### config.mk
export PLATFORM = sky130hd
export DESIGN_NAME = enc_speed_meter
export DESIGN_NICKNAME = d
export VERILOG_FILES = /design/src/rtl/enc_pkg.sv /design/src/rtl/enc_tick_gen.sv /design/src/rtl/enc_speed_meter.sv
export SDC_FILE = /design/constraint.sdc
export NUM_CORES = 1
export LEC_CHECK = 0
export CAP_MARGIN = 15
export CORE_MARGIN = 5
export CORE_UTILIZATION = 40
export DETAILED_ROUTE_END_ITERATION = 7
export GPL_ROUTABILITY_DRIVEN = 1
export GPL_TIMING_DRIVEN = 0
export SLEW_MARGIN = 20
export SYNTH_ARGS = -nofsm -noshare
export SYNTH_HDL_FRONTEND = slang
export SYNTH_SLANG_ARGS = --single-unit
### constraint.sdc
create_clock -name clk -period 8.2 [get_ports clk]
set_input_delay 0.82 -clock clk [delete_from_list [all_inputs] [get_ports clk]]
set_output_delay 0.82 -clock clk [all_outputs]
set_load 0.1 [all_outputs]
### src/rtl/enc_pkg.sv
// Shared types and helpers for the encoder speed meter.
// Averaging is compiled in when ENC_SPEED_AVG_EN is defined.
package enc_pkg;

   typedef enum logic {PRIME, RUN} speed_state_t;

   localparam int unsigned AVG_DEPTH = 4;
   localparam int unsigned AVG_SHIFT = 2;

   typedef struct packed {
      logic               clip;
      logic signed [63:0] val;
   } sat_delta_t;

   // Clamp a sign-extended delta into a signed range of sw bits.
   function automatic sat_delta_t sat_delta(input logic signed [63:0] d,
                                            input int unsigned sw);
      logic signed [63:0] hi;
      logic signed [63:0] lo;
      hi = (64'sd1 <<< (sw - 1)) - 64'sd1;
      lo = -(64'sd1 <<< (sw - 1));
      if (d > hi)      return '{clip: 1'b1, val: hi};
      else if (d < lo) return '{clip: 1'b1, val: lo};
      else             return '{clip: 1'b0, val: d};
   endfunction

endpackage

### src/rtl/enc_tick_gen.sv
// Period timer: counts 0..PERIOD-1 while enabled, one-cycle tick on the last value.
module enc_tick_gen #(
   parameter int unsigned PERIOD = 100000
) (
   input  logic clk,
   input  logic rstn,
   input  logic en,
   output logic tick
);

   localparam int unsigned TW = (PERIOD > 1) ? $clog2(PERIOD) : 1;
   localparam logic [TW-1:0] LAST = TW'(PERIOD - 1);

   logic [TW-1:0] timer;

   always_ff @(posedge clk or negedge rstn) begin
      if (!rstn)               timer <= '0;
      else if (!en)            timer <= '0;
      else if (timer == LAST)  timer <= '0;
      else                     timer <= timer + TW'(1);
   end

   assign tick = en && (timer == LAST);

endmodule

### src/rtl/enc_speed_meter.sv
// Encoder velocity meter: samples the count every SAMPLE_PERIOD clocks and streams
// the saturated signed delta. Define ENC_SPEED_AVG_EN for a 4-sample moving average.
module enc_speed_meter
   import enc_pkg::*;
#(
   parameter int unsigned BAND_WIDTH    = 32,
   parameter int unsigned SPEED_WIDTH   = 16,
   parameter int unsigned SAMPLE_PERIOD = 100000
) (
   input  logic                          clk,
   input  logic                          rstn,
   input  logic                          en,
   input  logic [BAND_WIDTH-1:0]         count,
   output logic signed [SPEED_WIDTH-1:0] speed,
   output logic                          speed_valid,
   input  logic                          speed_ready,
   output logic                          sat,
   output logic                          overrun
);

   localparam int unsigned SW = SPEED_WIDTH;

   logic                  tick;
   speed_state_t          state_q, state_d;
   logic [BAND_WIDTH-1:0] prev;
   logic [BAND_WIDTH-1:0] delta;
   logic signed [63:0]    delta_ext;
   sat_delta_t            sat_r;
   logic signed [SW-1:0]  cur_val;
   logic                  cur_clip;
   logic                  run_tick;
   logic                  load;
   logic signed [SW-1:0]  new_speed;
   logic                  new_sat;

   enc_tick_gen #(.PERIOD(SAMPLE_PERIOD)) u_tick (
      .clk  (clk),
      .rstn (rstn),
      .en   (en),
      .tick (tick)
   );

   always_ff @(posedge clk or negedge rstn) begin
      if (!rstn) state_q <= PRIME;
      else       state_q <= state_d;
   end

   always_comb begin
      state_d = state_q;
      if (!en)       state_d = PRIME;
      else if (tick) state_d = RUN;
   end

   always_ff @(posedge clk or negedge rstn) begin
      if (!rstn)     prev <= '0;
      else if (tick) prev <= count;
   end

   // Modular difference read as signed handles counter wrap for free.
   assign delta     = count - prev;
   assign delta_ext = 64'($signed(delta));
   assign sat_r     = sat_delta(delta_ext, SW);
   assign cur_val   = SW'(sat_r.val);
   assign cur_clip  = sat_r.clip;
   assign run_tick  = tick && (state_q == RUN);

`ifdef ENC_SPEED_AVG_EN
   // The current sample plus the three newest stored ones form the 4-deep window.
   localparam int unsigned HD = AVG_DEPTH - 1;
   localparam int unsigned AW = SW + AVG_SHIFT;

   logic signed [SW-1:0] hist [HD];
   logic [HD-1:0]        hist_sat;
   logic [2:0]           fill;
   logic signed [AW-1:0] sum;

   always_ff @(posedge clk or negedge rstn) begin
      if (!rstn) begin
         for (int i = 0; i < HD; i++) hist[i] <= '0;
         hist_sat <= '0;
         fill     <= '0;
      end else if (tick && state_q == PRIME) begin
         for (int i = 0; i < HD; i++) hist[i] <= '0;
         hist_sat <= '0;
         fill     <= '0;
      end else if (run_tick) begin
         hist[0]  <= cur_val;
         for (int i = 1; i < HD; i++) hist[i] <= hist[i-1];
         hist_sat <= {hist_sat[HD-2:0], cur_clip};
         if (fill != 3'(HD)) fill <= fill + 3'd1;
      end
   end

   always_comb begin
      sum = AW'(cur_val);
      for (int i = 0; i < HD; i++) sum = sum + AW'(hist[i]);
   end

   assign new_speed = SW'(sum >>> AVG_SHIFT);
   assign new_sat   = cur_clip | (|hist_sat);
   assign load      = run_tick && (fill == 3'(HD));
`else
   assign new_speed = cur_val;
   assign new_sat   = cur_clip;
   assign load      = run_tick;
`endif

   // Outputs and the handshake freeze while measurement is disabled.
   always_ff @(posedge clk or negedge rstn) begin
      if (!rstn) begin
         speed       <= '0;
         speed_valid <= 1'b0;
         sat         <= 1'b0;
         overrun     <= 1'b0;
      end else if (en) begin
         if (load) begin
            speed       <= new_speed;
            sat         <= new_sat;
            speed_valid <= 1'b1;
            if (speed_valid && !speed_ready) overrun <= 1'b1;
         end else if (speed_valid && speed_ready) begin
            speed_valid <= 1'b0;
         end
      end
   end

endmodule

==> results.toml <==
[run_status]
outcome = "complete, no violations"

[worst_setup_path]
crit_required_ns = 8.47
crit_path_start = "count[0]"
cp_data_arrival_time_ns = 5.04
reg2reg_from = "prev[0]"
rr_endpoint = "speed[12]"
critPathLaunchType = "input port"
r2r_slack_ns = 4.04
end_kind = "flop"
rr_worst_depth = 13
critPathMaxFanout = 10
crit_end = "speed[12]"
setup.worst_path.class = "input port to flop"

[floorplan]
die_h_um = 124
fp.dieW_um = 124
num_rows = 41
die_area_um2 = 15300
core-area_um2 = 12700
initial_core_util = 0.409
ios = 55

[placement]
placed_cell_area_um2 = 5960
place_congestion = 0.851
port_buffers = 54
dp_hpwl_mm = 10.9

[synthesis]
synth_top_area_share = 0.333
yosys_register_bits = 69
syn_area_um2 = 5190
seq_area_frac_synth = 0.333
synth_cell_types = 68
yosysMostFrequentCell = "nand2_1"
synth_area_per_cell_um2 = 8.08
postSynthCellCount = 642
synth_edf_count = 0
yosysWarnings = 0
synthFlopType = "dfrtp_1"
synth_common_cells = "73 x nand2_1, 69 x dfrtp_1, 65 x o21ai_0, 60 x nor2_1, 48 x a21oi_1"
synth_area_leader_cell = "dfrtp_1"
async_flop_share = 1.00
synth_area_leaders = "dfrtp_1 33%, ha_1 7.7%, o21ai_0 6.3%, nand2_1 5.3%, a21oi_1 4.6%"
syn_nets = 711

[finish]
regArea_um2 = 1730
n_antenna_cell = 0
area_growth_pct = 20.3
nets = 777
fillers = 1258
multiInputGateArea_um2 = 3160
utilization = 0.492
final_area_um2 = 6240
drive_gt1_frac = 0.0715

[sta]
setup_viol = 0
rsz0062_at_grt = "false"
clock.fmax_ghz = 0.210
slew_violations = 0
fin_crit_ns = 4.77
fin_tns_setup_ns = 0
hold_ws_ns = 0.402
slew_headroom = 0.342
hold_violations = 0
finalCritPeriodShare = 0.582
finClkSkew_ns = 0.00854
worst_pin_slew_ns = 0.984

[route]
postRouteAntennaNets = 0
dr.pass1.iters = 5
vias = 4835
wl_mm = 14.0
via_per_inst = 5.46
drtIter0Drc = 298
wl_per_cell_um = 15.8
drc_errors = 0

[cts]
cts.sinks = 69
htreeDepth = 3
clockBufferDepth = 2
clk_latency_ns = 0.34
cts_hold_buffers = 0
cts_inserted_buffers = 9
clkTransAtPathRegs_ns = 0.06
cts_setup_buffers = 0
clock-root-buffer = "clkbuf_16"
cts-resized-gates = 0
tritoncts = "done"

[global_routing]
overflow = 0
grt_usage = 0.193
grt_first_pass_wirelength_mm = 23.1
grt_pass1_vias = 4648
grt_max_degree = 43
antenna_found_initial = 0

[power_and_ir_drop]
p_leak_uw = 0.00275
ir_worst_vdd_mv = 0.0760
power_density_nw_per_um2 = 129

[min_path]
hold_path.class = "input port to async pin"

[run]
drv_cap = 0
-- layer usage --
metal	global-route usage	routed length, µm	vias to the layer above
met5	0	0	-
met4	0.0581	246	0
met3	0.0350	631	15
met2	0.302	6260	105
met1	0.271	6860	2290
li1	-	-	2425
-- cells by family after synthesis --
kind of cell	Yosys count	synth area share
multiplexers	4	0.00796
buffers and inverters	70	0.0574
AND/OR/NAND/NOR	241	0.230
AO/OA/AOI/OAI	190	0.231
flip-flops	69	0.333
XOR/XNOR	35	0.0591
adder cells (fa/ha/maj)	33	0.0810
-- how the worst min path moves through the flow --
stage	cells past startpoint	start	to
5_1_grt	1	rstn	prev[0]
3_3_place_gp	1	u_tick.timer[0]	u_tick.timer[0]
2_1_floorplan	1	u_tick.timer[0]	u_tick.timer[0]
3_5_place_dp	1	overrun	overrun
6_report	1	rstn	prev[0]
4_1_cts	1	rstn	prev[0]
-- stage by stage --
| step | total power (µW) | setup WS, ns | std cells |
|---|---|---|---|
| after floorplan | 398 | 4.04 | 642 |
| after global placement | 437 | 3.13 | 868 |
| after detailed placement | 439 | 3.06 | 869 |
| after CTS | 817 | 3.41 | 885 |
| after global routing | 843 | 3.07 | 885 |
| final | 803 | 3.43 | 885 |
-- cell type report --
| class | count | share of cell area |
|---|---|---|
| clock buffer | 11 | 0.0389 |
| tap | 172 | 0.0345 |
| inverter | 39 | 0.0235 |
| clock inverter | 5 | 0.00562 |
| buffer | 31 | 0.0243 |
| multi-input combinational | 503 | 0.507 |
| sequential | 69 | 0.277 |
| timing repair buffer | 55 | 0.0895 |
-- cells in the final DEF, fill, tap and decap left out, types with 10 or more instances in the layout --
master / count
clkbuf_1: 17
nor3_1: 16
and3_1: 10
nand2_1: 73
xor2_1: 17
clkdlybuf4s50_1: 53
o21ai_0: 65
dfrtp_1: 69
nand3_1: 27
xnor2_1: 18
inv_1: 39
a21oi_1: 48
ha_1: 32
nor2_1: 60
-- critical path, stage by stage --
cell,delay (ns)
clkdlybuf4s50_1,0.45
inv_1,0.05
ha_1,0.21
fa_1,0.40
and2b_1,0.25
o2111ai_2,0.19
a211oi_1,0.58
o311ai_0,0.21
a211oi_1,0.38
nor4bb_1,0.26
nand3_1,0.22
nor4_4,0.46
buf_4,0.25
o21ai_0,0.13
a21oi_2,0.16
-- power by group --
part           internal (µW)  switching [µW]
clock network            214             156
registers                342            1.08
logic                   39.0            51.2
-- flip-flops by register name (all words and copies together) (netlist names) --
register and count:
prev 32, u_tick.timer 17, speed 16, overrun 1
sat 1, speed_valid 1, state_q 1
Power figures use the tool's default switching activity.
==> RTL change: new RTL, same settings <==
The parameter `SAMPLE_PERIOD` goes from 100000 to 50000.
--- a/src/rtl/enc_speed_meter.sv
+++ b/src/rtl/enc_speed_meter.sv
@@ -5,7 +5,7 @@
 #(
    parameter int unsigned BAND_WIDTH    = 32,
    parameter int unsigned SPEED_WIDTH   = 16,
-   parameter int unsigned SAMPLE_PERIOD = 100000
+   parameter int unsigned SAMPLE_PERIOD = 50000
 ) (
    input  logic                          clk,
    input  logic                          rstn,
Behaviour: same outputs for any inputs over 10 cycles, from zero or initial values and one cycle with rstn low; that may be too few to reach the edited logic, so the function may still have changed.
==> RTL change against the unedited design <==
- first-iteration DRC count shrank 3.4%
- area after synthesis grew 0.65%
- critical path depth is 1 lower
- routed wire length is 7.7% lower
- power is 13% higher
- design area increased by 1.2%
- count of clock-buffer cells in the layout fell by 1
- sequential cell count is 1 lower
- sequential power decreased by 1%
- clock skew about the same
- worst setup slack better by 0.41 ns
- core utilization increased by 0.39 points
- critical endpoint is now speed[11]$_DFFE_PN0P_
- highest routed layer unchanged
==> RTL change: results (changes against the unedited design) <==
- First-pass GRT wire length: 22110 um (-4.2%)
- Largest regs: prev (32), speed (16), u_tick.timer (16)
- Vias post-DR: 4429 (-8.4%)
- Overall routing resource usage: 0.1719 (-0.02072)
- Multi-input gate area in the final layout: 3227 sq um (+2.0%)
- Worst EP arrival: 4.63 ns (-0.41 ns)
- Global-route track usage on met1: 0.2288 (-0.04241)
- Routed length per placed instance: 15.86 um (+0.30%)
- Clock Buffer Count: 10 (-1)
- Filler cell count in the final layout: 1226 (-2.5%)
- Slowest cell delay on critical path: 0.51 ns (-0.07 ns)
- Post-synthesis compound-gate area fraction: 0.2114 (-0.01995)
- Nets@finish: 706 (-9.1%)
- Global-route track usage on met2: 0.2754 (-0.02635)
- Number of global-route vias before repair: 4509 (-3.0%)
- Proportion of cell area occupied by registers: 0.2695 (-0.007256)
- Wire length on met3: 459 um (-27%)
- Repair and plain buffers: 77 (-10%)
- Fraction of cell area in non-clock buffers: 0.1116 (-0.002145)
- Post-Syn Nets: 640 (-10%)
- Final-layout clock-cell area share: 0.04935 (+0.004821)
- Flip-flop and latch count after synthesis: 68 (-1.4%)
- Status: complete, no violations
- Met3 Use GR: 0.03559 (+0.0006236)
- Met2 wire length: 6090 um (-2.7%)
- Switching part of the total power: 0.2843 (+0.02465)
- Standard cell with the maximum stage delay on the critical path: sky130_fd_sc_hd__a211oi_2
- Core occupancy in the finished layout: 0.4963 (+0.003916)
- Dominant cells by area after synthesis: sky130_fd_sc_hd__dfrtp_1, sky130_fd_sc_hd__ha_1, sky130_fd_sc_hd__mux2_2
- Non-clk invs: 41 (+5.1%)
- Final weighted congestion of routability-driven global placement: 0.8531 (+0.28%)
- Most common library cells after synthesis: sky130_fd_sc_hd__dfrtp_1, sky130_fd_sc_hd__nor2_1, sky130_fd_sc_hd__inv_1
- Post-Synth Adder-Cell Area: 0.08052 (-0.0005244)
- Number of distinct standard cells referenced by the synthesized netlist: 71 (+4.4%)
- Wl on met1: 6122 um (-11%)
- Placement-stage cell area: 6002 sq um (+0.69%)
- Leakage power total: 2.640 nW (-3.9%)
- Worst slew margin relative to its limit: 0.3483 (+0.006214)
- Multiplexer share of the synthesized area: 0.07261 (+0.06465)
- Largest net degree at the start of global routing: 48 (+12%)
- Number of combinational gates with multiple inputs: 440 (-13%)
- Detailed placement HPWL: 9843 um (-10%)
- Worst setup timing slack at the placement stage: 3.483 ns (+0.4241 ns)
- Sequential fraction of the synthesis area: 0.3259 (-0.006946)
- Starting DRC count in detailed routing: 288 (-3.4%)
- Number of cells produced by synthesis: 571 (-11%)
- Ratio of cells with drive above 1 in the final layout: 0.1620 (+0.09047)
- H-tree level count: 3 (unchanged)
- Skew final: 0.008858 ns (+0.0003219 ns)
- # placed instances: 798 (-8.2%)
- Xor-xnor portion of the synthesized cell area: 0.06686 (+0.007765)
==> RTL change: power groups by stage <==
stage	logic (mW)	registers (mW)	clock network (mW)
global placement	0.154	0.344	0
detailed placement	0.157	0.344	0
global route	0.176	0.338	0.436
CTS	0.159	0.337	0.424
floorplan	0.104	0.344	0
finish	0.158	0.338	0.413
==> RTL change: final timing paths <==
path	slack, ns	cells past startpoint	start	to
setup reg to reg	4.45	12	prev[0]$_DFFE_PN0P_	speed[11]$_DFFE_PN0P_
hold reg to reg	0.47	1	u_tick.timer[0]$_DFF_PN0_	u_tick.timer[0]$_DFF_PN0_
min in group clk	0.47	1	u_tick.timer[0]$_DFF_PN0_	u_tick.timer[0]$_DFF_PN0_
setup / recovery	3.84	14	count[0]	speed[11]$_DFFE_PN0P_
max in group asynchronous	7.28	2	rstn	prev[12]$_DFFE_PN0P_
hold / removal	0.37	1	rstn	sat$_DFFE_PN0P_
